--- src/rtl/p1v_reset_pkg.sv ---
// Shared types for the P1V reset conditioner: FSM states and reset-cause codes.
package p1v_reset_pkg;

   typedef enum logic [1:0] {
      S_POR     = 2'd0,
      S_RESET   = 2'd1,
      S_STRETCH = 2'd2,
      S_RUN     = 2'd3
   } state_t;

   localparam logic [1:0] CAUSE_POR  = 2'b00;
   localparam logic [1:0] CAUSE_SW   = 2'b01;
   localparam logic [1:0] CAUSE_PLUG = 2'b10;
   localparam logic [1:0] CAUSE_BOTH = 2'b11;

endpackage

--- src/rtl/p1v_input_filter.sv ---
// Synchroniser plus stability filter for one asynchronous reset source.
// The output follows the synchronised input only after CYCLES consecutive mismatching cycles.
module p1v_input_filter #(
   parameter int   STAGES    = 2,
   parameter int   CYCLES    = 16,
   parameter logic RESET_VAL = 1'b1
) (
   input  logic clk_i,
   input  logic rst_i,
   input  logic async_i,
   output logic filt_o
);

   localparam int CW = $clog2(CYCLES + 1);
   localparam logic [CW-1:0] LAST = CW'(CYCLES - 1);

   logic [STAGES-1:0] sync_q;
   logic [CW-1:0]     cnt_q;
   logic              filt_q;
   logic              synced;

   assign synced = sync_q[STAGES-1];
   assign filt_o = filt_q;

   always_ff @(posedge clk_i) begin
      if (rst_i) begin
         sync_q <= {STAGES{RESET_VAL}};
         filt_q <= RESET_VAL;
         cnt_q  <= '0;
      end else begin
         sync_q <= {sync_q[STAGES-2:0], async_i};
         // The counter tops out at LAST, where the output flips and the count restarts.
         if (synced == filt_q) begin
            cnt_q <= '0;
         end else if (cnt_q == LAST) begin
            filt_q <= synced;
            cnt_q  <= '0;
         end else begin
            cnt_q <= cnt_q + 1'b1;
         end
      end
   end

endmodule

--- src/rtl/p1v_reset_ctrl.sv ---
// Conditions switch and Prop-plug resets into the P1V core's active-low inp_resn.
// Optional reset_count output is built when P1V_RESET_COUNT_EN is defined.
module p1v_reset_ctrl
   import p1v_reset_pkg::*;
#(
   parameter int SYNC_STAGES        = 2,
   parameter int DEBOUNCE_CYCLES    = 1600000,
   parameter int PLUG_FILTER_CYCLES = 16,
   parameter int MIN_RESET_CYCLES   = 160000,
   parameter int POR_CYCLES         = 1600000
) (
   input  logic       clock_160,
   input  logic       reset,
   input  logic       tact_n,
   input  logic       plug_resn,
   output logic       inp_resn,
   output logic       in_reset,
   output logic [1:0] reset_cause
`ifdef P1V_RESET_COUNT_EN
   ,
   output logic [7:0] reset_count
`endif
);

   localparam int CNT_MAX = (POR_CYCLES > MIN_RESET_CYCLES) ? POR_CYCLES : MIN_RESET_CYCLES;
   localparam int CNT_W   = $clog2(CNT_MAX + 1);
   localparam logic [CNT_W-1:0] POR_LAST = CNT_W'(POR_CYCLES - 1);
   localparam logic [CNT_W-1:0] MIN_LAST = CNT_W'(MIN_RESET_CYCLES - 1);

   logic             sw_filt;
   logic             plug_filt;
   logic             sw_pressed;
   logic             plug_active;
   logic             req;
   logic [1:0]       cause_d;

   state_t           state_q;
   logic [CNT_W-1:0] cnt_q;
   logic             inp_resn_q;
   logic             in_reset_q;
   logic [1:0]       cause_q;

   p1v_input_filter #(
      .STAGES    (SYNC_STAGES),
      .CYCLES    (DEBOUNCE_CYCLES),
      .RESET_VAL (1'b1)
   ) u_sw_filter (
      .clk_i   (clock_160),
      .rst_i   (reset),
      .async_i (tact_n),
      .filt_o  (sw_filt)
   );

   p1v_input_filter #(
      .STAGES    (SYNC_STAGES),
      .CYCLES    (PLUG_FILTER_CYCLES),
      .RESET_VAL (1'b1)
   ) u_plug_filter (
      .clk_i   (clock_160),
      .rst_i   (reset),
      .async_i (plug_resn),
      .filt_o  (plug_filt)
   );

   assign sw_pressed  = ~sw_filt;
   assign plug_active = ~plug_filt;
   assign req         = sw_pressed | plug_active;
   assign cause_d     = {plug_active, sw_pressed};

   assign inp_resn    = inp_resn_q;
   assign in_reset    = in_reset_q;
   assign reset_cause = cause_q;

   always_ff @(posedge clock_160) begin
      if (reset) begin
         state_q    <= S_POR;
         cnt_q      <= '0;
         inp_resn_q <= 1'b0;
         in_reset_q <= 1'b1;
         cause_q    <= CAUSE_POR;
      end else begin
         // Outputs follow the current state, so they trail a state change by one cycle.
         inp_resn_q <= (state_q == S_RUN);
         in_reset_q <= (state_q != S_RUN);
         case (state_q)
            S_POR: begin
               if (cnt_q == POR_LAST) begin
                  cnt_q <= '0;
                  if (req) begin
                     state_q <= S_RESET;
                     cause_q <= cause_d;
                  end else begin
                     state_q <= S_STRETCH;
                  end
               end else begin
                  cnt_q <= cnt_q + 1'b1;
               end
            end
            S_RESET: begin
               cnt_q <= '0;
               if (!req) state_q <= S_STRETCH;
            end
            S_STRETCH: begin
               // A new request wins over a stretch that is just completing.
               if (req) begin
                  state_q <= S_RESET;
                  cnt_q   <= '0;
               end else if (cnt_q == MIN_LAST) begin
                  state_q <= S_RUN;
                  cnt_q   <= '0;
               end else begin
                  cnt_q <= cnt_q + 1'b1;
               end
            end
            S_RUN: begin
               cnt_q <= '0;
               if (req) begin
                  state_q <= S_RESET;
                  cause_q <= cause_d;
               end
            end
            default: begin
               state_q <= S_POR;
               cnt_q   <= '0;
            end
         endcase
      end
   end

`ifdef P1V_RESET_COUNT_EN
   logic [7:0] rcount_q;

   assign reset_count = rcount_q;

   always_ff @(posedge clock_160) begin
      if (reset) begin
         rcount_q <= '0;
      end else if ((state_q == S_RUN) && req && (rcount_q != 8'hFF)) begin
         rcount_q <= rcount_q + 1'b1;
      end
   end
`endif

endmodule
--- config.mk ---
export PLATFORM = sky130hd
export DESIGN_NAME = p1v_reset_ctrl
export DESIGN_NICKNAME = d
export VERILOG_FILES = /design/src/rtl/p1v_reset_pkg.sv /design/src/rtl/p1v_input_filter.sv /design/src/rtl/p1v_reset_ctrl.sv
export SDC_FILE = /design/constraint.sdc
export NUM_CORES = 1
export LEC_CHECK = 0
export CAP_MARGIN = 15
export CELL_PAD_IN_SITES_DETAIL_PLACEMENT = 0
export CELL_PAD_IN_SITES_GLOBAL_PLACEMENT = 1
export CORE_MARGIN = 2
export CORE_UTILIZATION = 51
export DETAILED_ROUTE_END_ITERATION = 10
export GPL_ROUTABILITY_DRIVEN = 0
export PLACE_DENSITY = 0.91
export SLEW_MARGIN = 20
export SYNTH_ARGS = -nofsm -noshare
export SYNTH_HDL_FRONTEND = slang
export SYNTH_HIERARCHICAL = 1
export SYNTH_SLANG_ARGS = --single-unit
--- constraint.sdc ---
create_clock -name clock_160 -period 3.55 [get_ports clock_160]
set_clock_uncertainty 0.1 [all_clocks]
set_input_delay 0.355 -clock clock_160 [delete_from_list [all_inputs] [get_ports clock_160]]
set_output_delay 0.355 -clock clock_160 [all_outputs]
set_load 0.05 [all_outputs]
==> reports/summary.json <==
{
  "outcome": {
    "status": "finished, final reports clean"
  },
  "clock_network": {
    "clock_net_sink_count": 59,
    "clk_pin_slew_worst_paths_ns": 0.06,
    "max-clock-path-buffers": 2,
    "htree_levels": 3,
    "post_cts.repair.setup_buffers": 0,
    "cts_made_buffers": 9,
    "insertion_delay_ns": 0.32,
    "post_cts_hold_buffer_count": 0,
    "clk_root_buffer_cell": "sky130_fd_sc_hd__clkbuf_8",
    "cts_resized": 0,
    "tritoncts_clock_tree": "done"
  },
  "critical_path": {
    "cell_with_the_biggest_individual_delay_on_the_critical_path": "sky130_fd_sc_hd__o31ai_2",
    "timing.critical_path.max_delay_family": "simple AND/OR/NAND/NOR gates",
    "cp.arrival_ns": 2.53,
    "worstPathCellList": "or4b_4 > or2_2 > o31ai_2 > buf_4 > a221oi_1",
    "critPathKind": "reg -> reg",
    "timing.reg2reg.setup_slack_ns": 1.08,
    "crit_required_ns": 3.62,
    "worstReg2RegStart": "cnt_q[9]",
    "worstReg2RegEnd": "cnt_q[20]",
    "crit_path_max_fanout": 15,
    "cpPeakStageDelay_ns": 0.57,
    "critPathLaunchType": "flop",
    "worstPathBufferInverterCount": 1,
    "worst_r2r_path_depth": 5,
    "endpoint_kind": "flop"
  },
  "sta": {
    "slew_violations": 0,
    "timing.final.hold_violations": 0,
    "finalSetupViolations": 0,
    "rsz0062_at_grt": "false",
    "max-slew-margin-rel_pct": 54.6,
    "timing.setup.tns_ns": 0,
    "max_freq_ghz": 0.405,
    "worst_pin_slew_ns": 0.678,
    "fin_crit_period_ns": 2.47,
    "min_period_over_period_pct": 69.5
  },
  "die": {
    "coreArea_sq_um": 5070,
    "dieWidth_um": 76.4,
    "initial_utilization_pct": 52.7,
    "die_h_um": 76.4,
    "die_outline_area_sq_um": 5840,
    "rows": 26,
    "design.portCount": 8
  },
  "power_and_ir_drop": {
    "design_power_total_w": 0.00118,
    "power_per_cell_area_nw_per_um2": 401,
    "static-leakage-power_nw": 0.939,
    "irDropWorstVdd_mv": 0.199
  },
  "synth": {
    "post_synth.cell_area_avg_sq_um": 9.52,
    "synth_fp_nets": 289,
    "synthesis.area_sq_um": 2680,
    "synth_ff_type": "sky130_fd_sc_hd__dfxtp_1",
    "yosysTopAreaCellShare_pct": 44.2,
    "synth_enable_flop_cells": 0,
    "synth.yosys.seq_area_share_pct": 44.2,
    "post_synth_inst_count": 281,
    "ys_async_sr_fraction_pct": 0,
    "synth.ff_latch_count": 59,
    "synthDistinctLibCells": 48,
    "synth.area.top_cells": "sky130_fd_sc_hd__dfxtp_1 44%, sky130_fd_sc_hd__xor2_1 7.9%, sky130_fd_sc_hd__a211oi_1 4.2%",
    "yosys_warnings": 6,
    "post-synth-top-area-cell": "sky130_fd_sc_hd__dfxtp_1"
  },
  "finish": {
    "most-common-layout-cells": "59 x sky130_fd_sc_hd__dfxtp_1, 24 x sky130_fd_sc_hd__nor2_1, 24 x sky130_fd_sc_hd__xor2_1, 16 x sky130_fd_sc_hd__nand3_1, 15 x sky130_fd_sc_hd__a211oi_1",
    "area_delta_synth_final_pct": 9.64,
    "final_layout_size_suffix_gt1_share_pct": 10.5,
    "nNetsFinal": 297,
    "antennaDiodeCount": 0,
    "nFillCells": 469,
    "most_frequent_standard_cell_in_the_layout_excluding_fill_and_tap_cells": "sky130_fd_sc_hd__dfxtp_1"
  },
  "run": {
    "max_cap_viol": 0
  },
  "detailed_routing": {
    "route.antenna.remaining_nets": 0,
    "post_drt_via_cell_ratio": 5.59,
    "vias": 2035,
    "first_iter_violations": 71,
    "wirelength_mm": 4.92,
    "drc": 0,
    "wl_per_cell_um": 13.5,
    "drt_pass_1_iters": 5
  },
  "worst_hold_path": {
    "min_delay_path_depth": 1,
    "hold_path_end": "u_plug_filter/sync_q[1]",
    "holdCritPathClass": "reg -> reg",
    "hold_start": "u_plug_filter/sync_q[0]"
  },
  "placed_design": {
    "placement.io_buffers": 7,
    "place.detailed.hpwl_mm": 3.30
  },
  "global_route": {
    "first_pass_grt_wire_length_mm": 8.29,
    "grt_use_total_pct": 17.8,
    "grt_max_degree": 24,
    "first_global_vias": 1803,
    "antenna_violations_before_repair": 0,
    "globalRoute.totalOverflow": 0
  }
}
## how the worst max path moves through the flow
stage	startpoint	endpoint	slack (ns)	depth (start not counted)
floorplan	cnt_q[9]	state_q[0]	1.50	5
CTS	cnt_q[9]	cnt_q[20]	1.07	5
global placement	cnt_q[9]	cnt_q[20]	1.14	5
detailed placement	cnt_q[9]	cnt_q[20]	1.08	5
global route	cnt_q[0]	cnt_q[20]	0.99	6
finish	cnt_q[9]	cnt_q[20]	1.08	5
## layout make-up
cell class,instances,area (sq um),share of cell area (%)
Sequential cell,59,1180,40.3
Clock buffer,13,139,4.74
Clock inverter,3,15.0,0.512
Timing Repair Buffer,10,92.6,3.16
Multi-Input combinational cell,201,1390,47.3
Inverter,8,30.0,1.02
Tap cell,70,87.6,2.99
## cell families after synthesis
logic type / after synthesis / share of synthesized area [%]
DFF: 59 / 44.2
adders and majority gates: 4 / 1.87
buffers and inverters: 21 / 3.98
xor gates and xnor gates: 32 / 10.5
and+or+nand+nor: 117 / 26.0
AOI/OAI and AO/OA: 48 / 13.6
## routing by layer
layer	vias up	wire (um)	global-route usage, %
met5	-	0	0
met4	0	36	10.0
met3	4	137	5.81
met2	17	2180	25.2
met1	957	2570	23.9
li1	1057	-	-
## power breakdown
part	total [W]	internal (W)	leakage, nW	switching, W
Clock	0.000482	0.000250	0.0812	0.000232
Combinational	0.0000225	0.00000996	0.381	0.0000126
Sequential	0.000672	0.000668	0.477	0.00000433
Total	0.00118	0.000928	0.939	0.000249
## cells in the mapped netlist (5+ instances only)
cell type / count
sky130_fd_sc_hd__nand3_1: 16
sky130_fd_sc_hd__a221oi_1: 7
sky130_fd_sc_hd__nand4_1: 14
sky130_fd_sc_hd__xnor2_1: 8
sky130_fd_sc_hd__xor2_1: 24
sky130_fd_sc_hd__a211oi_1: 15
sky130_fd_sc_hd__clkbuf_1: 5
sky130_fd_sc_hd__or4_1: 8
sky130_fd_sc_hd__dfxtp_1: 59
sky130_fd_sc_hd__o31ai_1: 7
sky130_fd_sc_hd__or3_1: 6
sky130_fd_sc_hd__nand2_1: 13
sky130_fd_sc_hd__inv_1: 8
sky130_fd_sc_hd__nor2_1: 24
sky130_fd_sc_hd__a21oi_1: 6
sky130_fd_sc_hd__or2_2: 6
sky130_fd_sc_hd__and4_1: 7
## worst register-to-register path: stages (launching register included)
cell and delay [ns]:
sky130_fd_sc_hd__dfxtp_1 0.35, sky130_fd_sc_hd__or4b_4 0.56, sky130_fd_sc_hd__or2_2 0.29, sky130_fd_sc_hd__o31ai_2 0.57, sky130_fd_sc_hd__buf_4 0.33, sky130_fd_sc_hd__a221oi_1 0.11
## state kept, by name, summed over array words and instances (netlist names)
signal / count
cnt_q: 21
in_reset: 1
inp_resn: 1
reset_cause: 2
state_q: 2
u_plug_filter/cnt_q: 5
u_plug_filter/filt_o: 1
u_plug_filter/sync_q: 2
u_sw_filter/cnt_q: 21
u_sw_filter/filt_o: 1
u_sw_filter/sync_q: 2
## stage by stage
| stage | cell area [sq um] | worst slack, ns | cells | hold slack (ns) | util (%) |
|---|---|---|---|---|---|
| CTS | 2930 | 1.07 | 364 | 0.315 | 57.8 |
| floorplan | 2680 | 1.50 | 281 | 0.289 | - |
| global placement | 2780 | 1.14 | 348 | 0.293 | 54.8 |
| detailed placement | 2780 | 1.08 | 348 | 0.302 | 54.8 |
| global route | 2930 | 0.987 | 364 | 0.322 | 57.8 |
| finish | 2930 | 1.08 | 364 | 0.311 | 57.8 |
Power figures use the tool's default switching activity.
